===== config.mk =====
export PLATFORM = sky130hd
export DESIGN_NAME = aes_state_packer
export DESIGN_NICKNAME = d
export VERILOG_FILES = /design/src/rtl/aes_state_packer.sv
export SDC_FILE = /design/constraint.sdc
export NUM_CORES = 1
export LEC_CHECK = 0
export ABC_AREA = 0
export CAP_MARGIN = 5
export CORE_ASPECT_RATIO = 1.5
export CORE_MARGIN = 4
export CORE_UTILIZATION = 29
export CTS_CLUSTER_DIAMETER = 150
export DETAILED_ROUTE_END_ITERATION = 8
export PLACE_DENSITY = 0.49
export SETUP_SLACK_MARGIN = 0.3
export SLEW_MARGIN = 30
export SYNTH_ARGS = -nofsm -noshare
export SYNTH_HDL_FRONTEND = slang
export SYNTH_SLANG_ARGS = --single-unit
export TNS_END_PERCENT = 30

===== constraint.sdc =====
create_clock -name clk -period 14.57 [get_ports clk]
set_clock_uncertainty 0.05 [all_clocks]
set_input_delay 4.371 -clock clk [delete_from_list [all_inputs] [get_ports clk]]
set_output_delay 4.371 -clock clk [all_outputs]
set_load 0.03 [all_outputs]

===== src/rtl/aes_state_packer.sv =====
// Gathers LANES column words per beat into a full AES state, emitting it column- or row-major.
// One cycle from final beat to out_valid; only the final beat stalls, and only while the output buffer is held.
module aes_state_packer #(
   parameter int LANES = 2,
   parameter int COLS  = 4,
   parameter int CNT_W = 16
) (
   input  logic                  clk,
   input  logic                  rst,
   input  logic                  in_valid,
   output logic                  in_ready,
   input  logic [32*LANES-1:0]   alu_results,
   input  logic                  mc_mode,
   input  logic                  flush,
   output logic                  out_valid,
   input  logic                  out_ready,
   output logic [32*COLS-1:0]    out_state,
   output logic                  out_mode,
   output logic [CNT_W-1:0]      blk_cnt
);
   localparam int BEATS   = COLS / LANES;
   localparam int STATE_W = 32 * COLS;
   localparam int BC_W    = (BEATS > 1) ? $clog2(BEATS) : 1;

   generate
      if (COLS % LANES != 0) begin : g_bad_cfg
         $error("aes_state_packer: COLS must be a multiple of LANES");
      end
   endgenerate

   logic [BC_W-1:0]    beat_cnt_q, beat_cnt_d;
   logic [31:0]        fill_q [COLS];
   logic [31:0]        fill_d [COLS];
   logic               mode_q, mode_d;
   logic               out_valid_q, out_valid_d;
   logic [STATE_W-1:0] out_state_q, out_state_d;
   logic               out_mode_q, out_mode_d;
   logic [CNT_W-1:0]   blk_cnt_q, blk_cnt_d;

   logic [31:0]        cols [COLS];
   logic [STATE_W-1:0] packed_blk;
   logic               is_final;
   logic               take;
   logic               drain;
   logic               blk_mode;

   always_comb begin
      is_final = (beat_cnt_q == BC_W'(BEATS - 1));
      in_ready = !flush && (!is_final || !out_valid_q || out_ready);
      take     = in_valid && in_ready;
      drain    = out_valid_q && out_ready;
      // A single-beat block has no earlier beat to latch the mode from.
      blk_mode = (beat_cnt_q == '0) ? mc_mode : mode_q;

      // Current lanes overlay the columns belonging to this beat.
      for (int c = 0; c < COLS; c++) begin
         if (c / LANES == int'(beat_cnt_q)) begin
            cols[c] = alu_results[32*(c % LANES) +: 32];
         end else begin
            cols[c] = fill_q[c];
         end
      end

      packed_blk = '0;
      if (blk_mode) begin
         for (int r = 0; r < 4; r++) begin
            for (int c = 0; c < COLS; c++) begin
               packed_blk[STATE_W-1-8*(r*COLS+c) -: 8] = cols[c][31-8*r -: 8];
            end
         end
      end else begin
         for (int c = 0; c < COLS; c++) begin
            packed_blk[STATE_W-1-32*c -: 32] = cols[c];
         end
      end

      beat_cnt_d  = beat_cnt_q;
      fill_d      = fill_q;
      mode_d      = mode_q;
      out_valid_d = out_valid_q;
      out_state_d = out_state_q;
      out_mode_d  = out_mode_q;
      blk_cnt_d   = blk_cnt_q;

      if (drain) begin
         out_valid_d = 1'b0;
         blk_cnt_d   = blk_cnt_q + CNT_W'(1);
      end

      if (flush) begin
         beat_cnt_d = '0;
      end else if (take) begin
         if (is_final) begin
            beat_cnt_d  = '0;
            out_state_d = packed_blk;
            out_mode_d  = blk_mode;
            out_valid_d = 1'b1;
         end else begin
            fill_d     = cols;
            beat_cnt_d = beat_cnt_q + BC_W'(1);
            if (beat_cnt_q == '0) begin
               mode_d = mc_mode;
            end
         end
      end
   end

   always_ff @(posedge clk or posedge rst) begin
      if (rst) begin
         beat_cnt_q  <= '0;
         for (int c = 0; c < COLS; c++) begin
            fill_q[c] <= '0;
         end
         mode_q      <= 1'b0;
         out_valid_q <= 1'b0;
         out_state_q <= '0;
         out_mode_q  <= 1'b0;
         blk_cnt_q   <= '0;
      end else begin
         beat_cnt_q  <= beat_cnt_d;
         fill_q      <= fill_d;
         mode_q      <= mode_d;
         out_valid_q <= out_valid_d;
         out_state_q <= out_state_d;
         out_mode_q  <= out_mode_d;
         blk_cnt_q   <= blk_cnt_d;
      end
   end

   assign out_valid = out_valid_q;
   assign out_state = out_state_q;
   assign out_mode  = out_mode_q;
   assign blk_cnt   = blk_cnt_q;

endmodule


==> results of run 1 <==
-- worst max-delay path, cell delays in order --
cell             delay (ns)
clkdlybuf4s50_1        0.54
inv_1                  0.06
a31oi_1                0.15
clkdlybuf4s50_1        0.69
-- power breakdown --
group          switching (W)  internal [W]
Clock               0.000302      0.000449
Sequential         0.0000840      0.000869
Combinational       0.000424      0.000333
-- sequential cells by signal (all words and copies together) (netlist names) --
name        flops
out_state     128
fill_q        112
blk_cnt        16
beat_cnt_q      1
mode_q          1
out_mode        1
out_valid       1
-- Yosys cell counts, drive strengths merged (2+ instances only) --
| cell type | count | area share [%] |
|---|---|---|
| xor2 | 6 | 0.46 |
| nand2 | 152 | 5.0 |
| dfrtp | 260 | 57 |
| clkbuf | 62 | 2.0 |
| a21oi | 49 | 2.2 |
| and3 | 3 | 0.17 |
| inv | 2 | 0.066 |
| buf | 50 | 2.9 |
| mux2i | 49 | 4.3 |
| mux2 | 145 | 15 |
| nand4 | 4 | 0.22 |
| xnor2 | 9 | 0.69 |
| nor2 | 53 | 1.8 |
| nand3 | 6 | 0.26 |
| nand2b | 2 | 0.11 |
| nor3 | 2 | 0.13 |
| o21ai | 146 | 6.4 |
-- cell usage in the layout (no fill, tap or decap), types with 3 or more instances in the layout --
cell type and instances:
buf_4 7, clkbuf_1 4, clkdlybuf4s50_1 216, mux2_4 32
nor2_1 53, o21ai_1 78, clkinvlp_4 5, dfrtp_1 259
clkbuf_8 3, a21oi_1 49, xnor2_1 9, buf_6 4
xor2_1 6, clkbuf_16 29, clkinv_2 5, and3_1 3
nand2_1 152, bufinv_16 4, nand3_1 6, mux2_1 29
nand4_1 4, mux2i_1 48, o21ai_0 68, mux2_2 84
-- worst max-delay path by stage --
stage	start	endpoint	slack, ns	depth (start not counted)
2_1_floorplan	rst	beat_cnt_q$_DFFE_PP0P_	2.99	1
3_5_place_dp	out_ready	in_ready	4.33	4
3_3_place_gp	out_ready	in_ready	4.32	4
6_report	out_ready	in_ready	4.34	4
5_1_grt	out_ready	in_ready	4.28	4
4_1_cts	out_ready	in_ready	4.33	4
-- routing by layer --
layer / vias up / GRT usage (%) / part of all wire [%]
met4: 0 / 3.71 / 1.8
met5: - / 0 / 0
met1: 3557 / 17.4 / 42
li1: 3698 / - / -
met2: 148 / 23.8 / 51
met3: 31 / 2.38 / 4.7
-- per-stage QoR --
| step | instance area (µm²) | power (W) | util (%) |
|---|---|---|---|
| 6_report | 14700 | 0.00246 | 38.0 |
| 5_1_grt | 14700 | 0.00259 | 38.0 |
| 4_1_cts | 14700 | 0.00251 | 38.0 |
| 3_5_place_dp | 13700 | 0.00174 | 35.5 |
| 3_3_place_gp | 13700 | 0.00173 | 35.5 |
| 2_1_floorplan | 11400 | 0.00141 | - |
-- logic make-up after synthesis --
kind of cell	after synthesis
adders and majority gates	1
AOI/OAI and AO/OA	196
DFF	260
and+or+nand+nor	228
muxes	194
buffers and inverters	114
xor gates and xnor gates	15
-- area by class of cell --
class | count | share of cell area [%]
sequential | 260 | 44.3
multi-input combinational | 634 | 29.4
timing repair buffer | 227 | 15.4
clock buffer | 36 | 5.32
tap | 495 | 4.22
clock inverter | 14 | 1.24
inverter | 2 | 0.136
antenna | 1 | 0.0170
==> flow_summary.json, run 1 <==
{
  "outcome": "complete, no violations",
  "synth_top_family_by_area": "multiplexers",
  "h-tree-depth": 1,
  "ant_nets": 0,
  "drv_slew": 0,
  "hold_viol_final": 0,
  "pre_cts_ws_ns": 4.33,
  "tns_ns": 0,
  "die_h_um": 250,
  "synthAdderAreaFrac_pct": 0.110,
  "start_util_pct": 29.4,
  "rr_endpoint": "out_state[11]$_DFFE_PP0P_",
  "syn_area_um2": 11400,
  "synth_mux_area_share_pct": 19.7,
  "synth_warnings": 0,
  "vias": 7434,
  "cp_max_fo": 5,
  "avgSynthCellArea_um2": 11.3,
  "hold_slack_ns": 0.323,
  "cp-start-kind": "input pin",
  "via_per_inst": 4.45,
  "yosysSeqAreaShare_pct": 57.3,
  "grt_pass1_vias": 7683,
  "cp.arrival_ns": 5.81,
  "crit_type": "in -> out",
  "rrSetupSlack_ns": 11.83,
  "holdCritPathClass": "reg -> reg",
  "r2r_start": "beat_cnt_q$_DFFE_PP0P_",
  "cts_sinks": 260,
  "gp_congestion": 0.744,
  "grt_max_degree": 126,
  "ctsRootBufferMaster": "clkbuf_16",
  "required_ns": 10.15,
  "area.growth.synth_to_final_pct": 29.3,
  "cts_resized": 0,
  "die_w_um": 170,
  "grt_pass1_wl_mm": 46.1,
  "clockBufferDepth": 3,
  "portBuffers": 216,
  "worstMarginPinSlew_ns": 0.783,
  "ys_ff_latch": 260,
  "wl_per_cell_um": 17.6,
  "ctsHoldBuffers": 0,
  "firstDrtPassIters": 7,
  "ios": 217,
  "worstSkewPairLatency_ns": 0.54,
  "dp_hpwl_mm": 19.8,
  "async_flop_share_pct": 100,
  "p_leak_nw": 6.44,
  "finalCriticalPeriod_ns": 10.23,
  "hold_end": "fill_q[20]$_DFFE_PP0P_",
  "synth-compound-area-share_pct": 8.65,
  "synth_xor_area_share_pct": 1.16,
  "peakVddDrop_uv": 100,
  "slew_headroom_pct": 47.8,
  "finalCritPeriodShare_pct": 70.2,
  "synth.distinct_cells": 31,
  "grt_usage_pct": 13.7,
  "num_rows": 88,
  "drv_cap": 0,
  "hold_start": "fill_q[20]$_DFFE_PP0P_",
  "dieArea_um2": 42500,
  "area.sequential_um2": 6510,
  "multiInputGateArea_um2": 4310,
  "path_clk_slew_ns": 0.06,
  "final-instance-count-excl-fill": 1669,
  "r2r_cells": 6,
  "dpl.cell_count": 1618,
  "drive_above_1_share_pct": 15.3,
  "synthCells": 1008,
  "synth_ff_type": "dfrtp_1",
  "timing.fmax_ghz": 0.0978,
  "core_area_um2": 38600,
  "grt-ovfl-total": 0,
  "cts_buffers": 28,
  "first_iter_violations": 275,
  "whs_path_depth": 0,
  "end_kind": "output pin",
  "synth_edf_count": 0,
  "cts_tree": "done",
  "antenna_found_initial": 2,
  "synthSimpleGateAreaFrac_pct": 8.08,
  "setup_viol": 0,
  "rsz0062_at_grt": "no",
  "wl_mm": 29.3,
  "drc_errors": 0,
  "fin_ws_ns": 4.34,
  "fillers": 3784,
  "post_cts_buffers": 0,
  "fin_nets": 1224,
  "syn_nets": 1079,
  "p_per_area_nw_per_um2": 167
}
No activity file was read; power rests on OpenSTA's default activity.
==> run 2, diff against run 1 <==
==> constraint.sdc (replaced) <==
create_clock -name clk -period 10.5 [get_ports clk]
set_clock_uncertainty 0.05 [all_clocks]
set_input_delay 3.15 -clock clk [delete_from_list [all_inputs] [get_ports clk]]
set_output_delay 3.15 -clock clk [all_outputs]
set_load 0.03 [all_outputs]
==> run 2 against run 1 <==
Compared with the run above:
- first-iteration DRC count rose by 12%
- non-clock buffer count is 1 lower
- combinational power increased by 39%
- utilization about the same
- sequential power grew 40%
- largest power group unchanged
- highest routed layer unchanged
==> flow_summary.json, run 2 (synthesis gave the netlist of run 1 again) <==
{
  "core_area_um2": 38600,
  "firstDrtPassIters": 8,
  "ios": 217,
  "ant_nets": 0,
  "wl_mm": 29.4,
  "grt_usage_pct": 13.8,
  "cp.arrival_ns": 4.60,
  "fin_nets": 1223,
  "cts_tree": "done",
  "met1Wirelength_mm": 12.7,
  "rsz0062_at_grt": "no",
  "num_rows": 88,
  "holdCritPathClass": "reg -> reg",
  "drc_errors": 0,
  "post_cts_buffers": 0,
  "dieArea_um2": 42500,
  "tns_ns": 0,
  "grt_pass1_wl_mm": 46.6,
  "start_util_pct": 29.4,
  "internal_power_w": 0.00228,
  "final-instance-count-excl-fill": 1669,
  "cts_buffers": 28,
  "comb_power_share_pct": 30.8,
  "drv_slew": 0,
  "final_common_cell": "dfrtp_1",
  "timing.fmax_ghz": 0.128,
  "h-tree-depth": 1,
  "fillers": 3747,
  "vias": 7492,
  "highest_layer": "met4",
  "grt_max_degree": 135,
  "first_iter_violations": 308,
  "outcome": "complete, no violations",
  "dpl.cell_count": 1616,
  "dr_wl_met3_mm": 1.20,
  "hold_start": "fill_q[10]$_DFFE_PP0P_",
  "cts_sinks": 260,
  "required_ns": 7.30,
  "die_h_um": 250,
  "r2r_cells": 7,
  "wl_per_cell_um": 17.6,
  "finalCritPeriodShare_pct": 74.3,
  "portBuffers": 216,
  "rrSetupSlack_ns": 7.26,
  "die_w_um": 170,
  "power_switching_w": 0.00112,
  "worstMarginPinSlew_ns": 0.963,
  "setup_viol": 0,
  "switching_share_pct": 32.9,
  "ctsRootBufferMaster": "clkbuf_16",
  "finalCriticalPeriod_ns": 7.80,
  "seq_power_share_pct": 39.2,
  "p_per_area_nw_per_um2": 231,
  "grt-ovfl-total": 0,
  "r2r_start": "beat_cnt_q$_DFFE_PP0P_",
  "rr_endpoint": "out_state[110]$_DFFE_PP0P_",
  "ctsHoldBuffers": 0,
  "routed-wl-met2_mm": 14.7,
  "hold_end": "fill_q[10]$_DFFE_PP0P_",
  "p_clk_share_pct": 30.0,
  "clockBufferDepth": 3,
  "hold_viol_final": 0,
  "slew_headroom_pct": 35.8,
  "dp_hpwl_mm": 19.7,
  "worstSkewPairLatency_ns": 0.54,
  "end_kind": "output pin",
  "grt_pass1_vias": 7717,
  "cp_max_fo": 5,
  "drv_cap": 0,
  "cts_resized": 0,
  "p_leak_nw": 6.45,
  "largest_reg_flops": 128,
  "mostFrequentLayoutCells": "dfrtp_1 (259), clkdlybuf4s50_1 (216), nand2_1 (152)",
  "gp_congestion": 0.710,
  "whs_path_depth": 0,
  "area.growth.synth_to_final_pct": 29.2,
  "peakVddDrop_uv": 153,
  "drive_above_1_share_pct": 15.2,
  "via_per_inst": 4.49,
  "cp-start-kind": "input pin",
  "crit_type": "in -> out",
  "path_clk_slew_ns": 0.06,
  "antenna_found_initial": 2
}
[run 2: worst max-delay path by stage]
stage                         start  endpoint
after global routing      out_ready  in_ready
after global placement    out_ready  in_ready
after CTS                 out_ready  in_ready
final                     out_ready  in_ready
after floorplan           out_ready  in_ready
after detailed placement  out_ready  in_ready
[run 2: power groups by stage]
stage                     registers [W]  clock network (W)  logic, W
after floorplan                 0.00161                  0  0.000343
after global placement          0.00134                  0   0.00106
after detailed placement        0.00135                  0   0.00107
after CTS                       0.00134            0.00106   0.00107
after global routing            0.00136            0.00110   0.00113
final                           0.00133            0.00102   0.00105
[run 2: area by class of cell]
type	count	area [µm²]	area share, %
diodes	1	2.50	0.0170
flip-flops and latches	260	6510	44.3
inverters	2	11.3	0.0767
well taps	495	619	4.22
clock inverters	9	97.6	0.665
clock buffers	42	855	5.82
multi-input cells	634	4310	29.4
repair buffers	226	2270	15.5
[run 2: metal layers]
metal	track usage, %	vias to the layer above
met5	0	-
met4	4.44	0
met3	2.02	38
met2	23.3	162
met1	18.2	3619
li1	-	3673
[run 2: per-stage QoR]
stage                     total power (W)  hold WS, ns  setup WS (ns)  utilization, %  instance area (µm²)
after floorplan                   0.00196        0.375           3.59               -                11400
final                             0.00340        0.322           2.70            38.0                14700
after global routing              0.00359        0.335           2.64            38.0                14700
after detailed placement          0.00242        0.315           2.72            35.5                13700
after global placement            0.00240        0.311           2.71            35.4                13700
after CTS                         0.00347        0.328           2.71            37.9                14700
[run 2: worst max-delay path, cell delays in order]
cell             delay (ns)
clkdlybuf4s50_1        0.55
inv_1                  0.06
a31oi_1                0.15
clkdlybuf4s50_1        0.69
